<file path="src/rtl/mdu_iter.sv">
// ============================================================================
// Module   : mdu_iter
// Purpose  : Iterative unsigned multiply (shift-add) / divide (restoring) unit,
//            one radix-2 step per clock.
// Revision : 1.0  initial release
// ============================================================================
`default_nettype none
`timescale 1ns/1ps

module mdu_iter #(
  parameter int         WIDTH   = 32,
  parameter logic [4:0] OP_MULT = 5'b10000,
  parameter logic [4:0] OP_DIV  = 5'b10001
) (
  input  logic             clk,
  input  logic             rst_n,
  input  logic             start_i,
  input  logic [4:0]       aluop_i,
  input  logic [WIDTH-1:0] op1_i,
  input  logic [WIDTH-1:0] op2_i,
  input  logic             abort_i,
  output logic             busy_o,
  output logic             done_o,
  output logic [WIDTH-1:0] r1_o,
  output logic [WIDTH-1:0] hi_o,
  output logic             uf_o
);

  localparam int CNT_W = $clog2(WIDTH + 1);

  localparam logic [1:0] S_IDLE = 2'd0;
  localparam logic [1:0] S_MUL  = 2'd1;
  localparam logic [1:0] S_DIV  = 2'd2;
  localparam logic [1:0] S_DONE = 2'd3;

  logic [1:0]       state_q, state_d;
  logic [CNT_W-1:0] cnt_q, cnt_d;
  logic [WIDTH-1:0] acc_hi_q, acc_hi_d;
  logic [WIDTH-1:0] acc_lo_q, acc_lo_d;
  logic [WIDTH-1:0] opb_q, opb_d;
  logic             uf_q, uf_d;

  logic             accept_mul, accept_div, accept_dz;
  logic             last_step, flush;

  logic [WIDTH:0]   mul_sum;
  logic [WIDTH-1:0] mul_hi, mul_lo;

  logic [WIDTH:0]   div_shift;
  logic [WIDTH-1:0] div_diff;
  logic             div_ok;

  assign accept_mul = start_i && !abort_i && (aluop_i == OP_MULT);
  assign accept_div = start_i && !abort_i && (aluop_i == OP_DIV) && (op2_i != '0);
  assign accept_dz  = start_i && !abort_i && (aluop_i == OP_DIV) && (op2_i == '0);
  assign last_step  = (cnt_q == CNT_W'(1));
  assign flush      = abort_i && (state_q != S_IDLE);

  // Multiply: acc_lo holds the remaining multiplier bits and fills with product bits
  assign mul_sum = {1'b0, acc_hi_q} + (acc_lo_q[0] ? {1'b0, opb_q} : '0);
  assign mul_hi  = mul_sum[WIDTH:1];
  assign mul_lo  = {mul_sum[0], acc_lo_q[WIDTH-1:1]};

  // Divide: acc_hi is the partial remainder, acc_lo shifts dividend out / quotient in
  assign div_shift = {acc_hi_q, acc_lo_q[WIDTH-1]};
  assign div_ok    = (div_shift >= {1'b0, opb_q});
  assign div_diff  = div_shift[WIDTH-1:0] - opb_q;

  always_ff @(posedge clk or negedge rst_n) begin
    if (!rst_n) begin
      state_q <= S_IDLE;
    end else begin
      state_q <= state_d;
    end
  end

  always_comb begin
    state_d = state_q;
    case (state_q)
      S_IDLE: begin
        if (accept_mul)      state_d = S_MUL;
        else if (accept_div) state_d = S_DIV;
        else if (accept_dz)  state_d = S_DONE;
      end
      S_MUL, S_DIV: begin
        if (abort_i)        state_d = S_IDLE;
        else if (last_step) state_d = S_DONE;
      end
      default: state_d = S_IDLE;
    endcase
  end

  always_comb begin
    busy_o = (state_q != S_IDLE);
    done_o = (state_q == S_DONE);
  end

  always_comb begin
    cnt_d    = cnt_q;
    acc_hi_d = acc_hi_q;
    acc_lo_d = acc_lo_q;
    opb_d    = opb_q;
    uf_d     = uf_q;
    case (state_q)
      S_IDLE: begin
        if (accept_mul) begin
          cnt_d    = CNT_W'(WIDTH);
          acc_hi_d = '0;
          acc_lo_d = op2_i;
          opb_d    = op1_i;
          uf_d     = 1'b0;
        end else if (accept_div) begin
          cnt_d    = CNT_W'(WIDTH);
          acc_hi_d = '0;
          acc_lo_d = op1_i;
          opb_d    = op2_i;
          uf_d     = 1'b0;
        end else if (accept_dz) begin
          cnt_d    = '0;
          acc_hi_d = op1_i;
          acc_lo_d = '1;
          uf_d     = 1'b1;
        end
      end
      S_MUL: begin
        cnt_d    = cnt_q - CNT_W'(1);
        acc_hi_d = mul_hi;
        acc_lo_d = mul_lo;
        uf_d     = last_step && (mul_hi != '0);
      end
      S_DIV: begin
        cnt_d    = cnt_q - CNT_W'(1);
        acc_hi_d = div_ok ? div_diff : div_shift[WIDTH-1:0];
        acc_lo_d = {acc_lo_q[WIDTH-2:0], div_ok};
        uf_d     = 1'b0;
      end
      default: ;
    endcase
    if (flush) begin
      cnt_d    = '0;
      acc_hi_d = '0;
      acc_lo_d = '0;
      opb_d    = '0;
      uf_d     = 1'b0;
    end
  end

  always_ff @(posedge clk or negedge rst_n) begin
    if (!rst_n) begin
      cnt_q    <= '0;
      acc_hi_q <= '0;
      acc_lo_q <= '0;
      opb_q    <= '0;
      uf_q     <= 1'b0;
    end else begin
      cnt_q    <= cnt_d;
      acc_hi_q <= acc_hi_d;
      acc_lo_q <= acc_lo_d;
      opb_q    <= opb_d;
      uf_q     <= uf_d;
    end
  end

  assign r1_o = acc_lo_q;
  assign hi_o = acc_hi_q;
  assign uf_o = uf_q;

endmodule

`default_nettype wire

</file>
<file path="config.mk">
export PLATFORM = sky130hd
export DESIGN_NAME = mdu_iter
export DESIGN_NICKNAME = d
export VERILOG_FILES = /design/src/rtl/mdu_iter.sv
export SDC_FILE = /design/constraint.sdc
export NUM_CORES = 1
export LEC_CHECK = 0
export CORE_UTILIZATION = 51
export DETAILED_ROUTE_END_ITERATION = 10
export MAX_ROUTING_LAYER = met4
export PLACE_DENSITY = 0.78
export SYNTH_ARGS = -nofsm -noshare
export SYNTH_HDL_FRONTEND = slang
export SYNTH_SLANG_ARGS = --single-unit
</file>
<file path="constraint.sdc">
create_clock -name clk -period 3.7 [get_ports clk]
set_clock_uncertainty 0.1 [all_clocks]
set_input_delay 0.555 -clock clk [delete_from_list [all_inputs] [get_ports clk]]
set_output_delay 0.555 -clock clk [all_outputs]
set_load 0.03 [all_outputs]
</file>
==> metrics <==
M3 GR Usage 5.79%; reg2reg setup slack 0.02 ns; syn nets 1433; Layout Utilization 67.0%; Die ar. 0.0203 mm²; CP endpoint kind flip-flop; Least-Margin Pin Slew 0.903 ns; Pleak 5.23 nW; TritonCTS buffer count 9; Avg WL per Cell 21.7 µm; Syn Std Cell Area 0.0101 mm²; Crit path depth 14; Fin. Hold Viols 0; vias 11031; Crit Path Class flip-flop to flip-flop; TritonCTS clock tree yes; Top delay family on crit path simple AND/OR/NAND/NOR gates; Die X 142 µm; worst-case vdd ir drop 532 µV; CTS H-tree depth 3; Setup crit start kind flip-flop; Core ar. 0.0190 mm²; CTS sink cnt 105; Root Buffer clkbuf_16; Post-synth EDFFs 0; largest net degree at the start of global routing 94; hold_ws 0.0828 ns; number of DRC markers in iteration 0 1109; max cap viols 0; All-Layer GR Usage 38.6%; outcome completed; most frequent cells in the layout nand2_1, clkdlybuf4s50_1, o21ai_0; post-route non-filler standard cell count 1716; CTS max path bufs 2; Die Ht 142 µm; drt pass-1 iters 6; share of the yosys chip area belonging to registers 26.1%; row cnt 50; worst path cell trace and2_4 > ha_4 > inv_1 > fa_2 > buf_4 > xnor2_1 > nand2b_4 > a2111oi_4 > o2111ai_1 > nor4_1 > nand4_1 > or4_4 > nor4_4 > a31oi_1; Crit path required time 3.85 ns; Synth Flop Type dfrtp_1; commonest non-fill, non-tap cell in the layout nand2_1; Comb pwr share 72.2%; relative slew slack 39.8%; Ant. Diodes 0; Worst Hold Class input port to asynchronous set/reset pin; initial antenna violation count 0; internal power 5.41 mW; clock insertion delay at the later pin of the skew report 0.37 ns; Synth Warn # 0; CP max stage cell or4_4; DRC 0; GR Util met2 56.2%; Crit path largest cell delay 0.58 ns; Detailed Route WL 37200 µm; final setup fails 0; pre-CTS WS -0.0110 ns; port buffer count 139; GR peak layer met2; cell total after placement 1695; Final min period 3.68 ns; clock group share of total power 9.4%; Placer Congestion 1.00; Syn Area/Cell 7.81 µm²; f_max 272 MHz; clock slew at the register clock pins of the worst setup and hold paths 0.09 ns; switching pwr 5.93 mW; grt met1 use 55.4%; Synth cell types 78; reg2reg path depth 14; Initial Utilization 52.9%; vias in the first global route 10386; Final period util 99.4%; footprint of the multi-input gates 0.00722 mm²; first-pass GRT wire length 57900 µm; r2r endpoint uf_o; area grow syn2layout 26.8%; FFs w/ async S/R, synth 100%; grt total ovfl 0; sequential share of power 18.4%; Storage cell area 0.00263 mm²; setup TNS 0 ns; worst path arrival time 3.83 ns; Fill cells 1647; CP Buf/Inv Count 2; Antenna Violating Nets Remaining 0; HPWL Detailed 28000 µm; Max FO, Critical Path 5; Yosys reg bits 105; RSZ-0062 raised after global routing true; Via density 6.43; nets 1596; Final Max Tran Viols 0; origin of the critical flop-to-flop path r1_o[0]; post-layout worst setup margin 0.0222 ns; Switching Share 52.3%; Post-Syn Instances 1288; Power Density 889 mW/mm²; # IOs 140; share of cells above drive strength 1 11.9%
-- kinds of logic after synthesis --
kind of cell	after synthesis	share of synthesized area [%]
AO/OA/AOI/OAI	501	33.4
AND/OR/NAND/NOR	413	20.0
buffers and inverters	126	4.84
flip-flops	105	26.1
adder cells (fa/ha/maj)	72	9.11
XOR/XNOR	46	4.01
multiplexers	25	2.55
-- Yosys cell counts, types with 29 or more instances --
library cell  count  area, µm²
dfrtp_1         105       2630
nand3_1          29        145
clkbuf_1         62        233
o22a_1           32        280
ha_1             70        876
a21oi_1         113        566
nand2_1         161        604
o21ai_0         135        676
and2_1           39        244
inv_1            52        195
nor2_1           69        259
a22oi_1          41        308
-- worst max-delay path by stage --
stage,startpoint,end,slack (ns)
2_1_floorplan,r1_o[0],uf_o,0.02
3_3_place_gp,aluop_i[2],uf_o,0.06
3_5_place_dp,aluop_i[2],uf_o,-0.01
4_1_cts,r1_o[0],uf_o,0.02
5_1_grt,r1_o[0],uf_o,-0.09
6_report,r1_o[0],uf_o,0.02
-- layer usage --
metal  up-vias  part of all wire (%)
li1       5135                     -
met1      5251                    45
met2       585                    44
met3        60                   9.6
met4         0                   1.8
met5         -                     0
-- state kept, by name (all words and copies together) (netlist names) --
register / count
hi_o: 32
opb_q: 32
r1_o: 32
cnt_q: 6
state_q: 2
uf_o: 1
-- final cells by class --
cell class	count	area share, %
clock buffer	10	1.80
clock inverter	6	0.638
inverter	52	1.53
multi-input combinational	1057	56.6
sequential	105	20.6
tap	260	2.55
timing repair buffer	226	16.2
-- through the flow --
stage / area (µm²) / total power [mW]
4_1_cts: 12500 / 11.0
2_1_floorplan: 10100 / 7.21
3_5_place_dp: 12200 / 9.94
6_report: 12700 / 11.3
3_3_place_gp: 12200 / 9.82
5_1_grt: 12700 / 12.1
-- power by group through the flow --
stage	Sequential [mW]	Clock [mW]	Combinational [mW]
after floorplan	2.49	0	4.72
after global placement	2.05	0	7.76
after detailed placement	2.06	0	7.88
after CTS	2.05	1.07	7.94
after global routing	2.12	1.10	8.89
final	2.08	1.07	8.18
-- timing repair --
item / CTS / global route
pin swaps: 5 / 19
resized for setup: 8 / 39
hold buffers: 0 / 0
buffers inserted: 2 / 3
setup endpoints to repair: 1 / 10
cloned: 0 / 0
No activity file was read; power rests on OpenSTA's default activity.
==> RTL change (same flow settings) <==
Add an input register stage for `start_i`, `aluop_i`, `op1_i`, `op2_i` and `abort_i`, without a reset; this delays them by one clock.
--- a/src/rtl/mdu_iter.sv
+++ b/src/rtl/mdu_iter.sv
@@ -35,2 +35,16 @@
 
+  logic start_q;
+  logic [4:0] aluop_q;
+  logic [WIDTH-1:0] op1_q;
+  logic [WIDTH-1:0] op2_q;
+  logic abort_q;
+
+  always_ff @(posedge clk) begin
+    start_q <= start_i;
+    aluop_q <= aluop_i;
+    op1_q   <= op1_i;
+    op2_q   <= op2_i;
+    abort_q <= abort_i;
+  end
+
   logic [1:0]       state_q, state_d;
@@ -52,7 +66,7 @@
 
-  assign accept_mul = start_i && !abort_i && (aluop_i == OP_MULT);
-  assign accept_div = start_i && !abort_i && (aluop_i == OP_DIV) && (op2_i != '0);
-  assign accept_dz  = start_i && !abort_i && (aluop_i == OP_DIV) && (op2_i == '0);
+  assign accept_mul = start_q && !abort_q && (aluop_q == OP_MULT);
+  assign accept_div = start_q && !abort_q && (aluop_q == OP_DIV) && (op2_q != '0);
+  assign accept_dz  = start_q && !abort_q && (aluop_q == OP_DIV) && (op2_q == '0);
   assign last_step  = (cnt_q == CNT_W'(1));
-  assign flush      = abort_i && (state_q != S_IDLE);
+  assign flush      = abort_q && (state_q != S_IDLE);
 
@@ -85,3 +99,3 @@
       S_MUL, S_DIV: begin
-        if (abort_i)        state_d = S_IDLE;
+        if (abort_q)        state_d = S_IDLE;
         else if (last_step) state_d = S_DONE;
@@ -108,4 +122,4 @@
           acc_hi_d = '0;
-          acc_lo_d = op2_i;
-          opb_d    = op1_i;
+          acc_lo_d = op2_q;
+          opb_d    = op1_q;
           uf_d     = 1'b0;
@@ -114,4 +128,4 @@
           acc_hi_d = '0;
-          acc_lo_d = op1_i;
-          opb_d    = op2_i;
+          acc_lo_d = op1_q;
+          opb_d    = op2_q;
           uf_d     = 1'b0;
@@ -119,3 +133,3 @@
           cnt_d    = '0;
-          acc_hi_d = op1_i;
+          acc_hi_d = op1_q;
           acc_lo_d = '1;
Formal check against the unedited RTL: not equivalent (a bounded check fails within 4 cycles, from zero or initial values and one cycle with rst_n low).
==> RTL change against the original RTL <==
Setup slack better by 41 ps. Utilization down 1.6 points. Non-clock buffer count up 11. Area after synthesis up 14%. Sequential cell count up 71. Hold slack better by 60 ps. Cell area up 12%. Count of clock-buffer cells in the layout up 7. Routed wire length up 7.6%. Critical endpoint unchanged. Combinational power up 3.5%. Largest cell class unchanged. Power up 16%.
==> RTL change: results (changes against the original RTL) <==
- Adder-cell share of the synthesized area: 0.0802 (-0.0109)
- Met1 usage: 0.524 (-0.0303)
- Maximum vdd ir drop: 0.677 mV (+27%)
- DR iter-0 viols: 1370 (+24%)
- Post-synthesis net count: 1518 (+5.9%)
- Multi-input logic area: 6970 sq um (-3.4%)
- Clk cell area share: 0.0412 (+0.0169)
- Post-synthesis mux area share: 0.0177 (-0.00777)
- Most instantiated cells after synthesis: 158 x nand2_1, 119 x o21ai_0, 112 x a21oi_1, 105 x dfrtp_1, 81 x clkbuf_1
- Top delay family on crit path: compound AO/OA/AOI/OAI gates
- PwrDens: 917 nW/um^2 (+3.1%)
- Post-DP HPWL: 29900 um (+6.8%)
- WL/cell: 21.8 um (+0.64%)
- XOR/XNOR Fraction of Synth Area: 0.0391 (-0.000977)
- Leak Pwr: 0.00601 uW (+15%)
- Buffer share of cell area: 0.151 (-0.0115)
- Sequential cell area share: 0.283 (+0.0765)
- Top post-synthesis cells by area: dfrtp_1 23%, dfxtp_1 12%, ha_1 7.7%
- Critical-path cell with the highest stage delay: dfrtp_2
- Layout fillers: 1850 (+12%)
- Total Routing Usage GR: 0.368 (-0.0177)
- Status: complete, no violations
- Compound-Gate Fraction of Synth Area: 0.300 (-0.0339)
- Sequential element share of the synthesized area: 0.354 (+0.0930)
- Async S/R FF share, synth: 0.597 (-0.403)
- First-pass GRT wire length: 62500 um (+7.9%)
- Multi-input gates: 1056 (-0.095%)
- Worst EP arrival: 3860 ps (+30 ps)
- DRT met1 WL: 17200 um (+3.2%)
- Initial antenna violation count: 1 (+1)
- Layout cells sized above 1: 0.105 (-0.0134)
- DR WL met2: 17400 um (+6.8%)
- Clock Pin Slew Worst Setup and Hold Paths: 70 ps (-20 ps)
- Placed cell count: 1801 (+6.3%)
- Nonclk buf count: 237 (+4.9%)
- Met3 wire length: 4340 um (+21%)
- Vias after detailed routing: 11800 (+7.3%)
- H-tree depth: 4 (+1)
- Global routing usage on met2: 0.534 (-0.0285)
==> RTL change: changes by cell type after synthesis, moves of 8 or more <==
cell      change
nor2_1       -11
a222oi_1     +11
clkbuf_1     +19
dfxtp_1      +71
o221ai_1      -8
a21o_1       +14
o21ai_0      -16
a221oi_1     +10
o21ai_1      +48
==> RTL change: where the power goes <==
| group | leakage [uW] | switching [uW] | internal [uW] | total (uW) |
|---|---|---|---|---|
| combinational | 0.00376 | 5150 | 3320 | 8470 |
| clock | 0.000283 | 919 | 906 | 1820 |
| sequential | 0.00197 | 492 | 2340 | 2840 |
==> RTL change: final timing paths <==
path | slack, ps | startpoint | end | depth (start not counted)
max reg2reg | 60 | r1_o[0] | uf_o | 17
max in group asynchronous | 2520 | rst_n | r1_o[0] | 2
min reg2reg | 400 | op2_q[4] | opb_q[4] | 2
min | 140 | rst_n | hi_o[28] | 1
max | 60 | r1_o[0] | uf_o | 17
min in group clk | 400 | op2_q[4] | opb_q[4] | 2
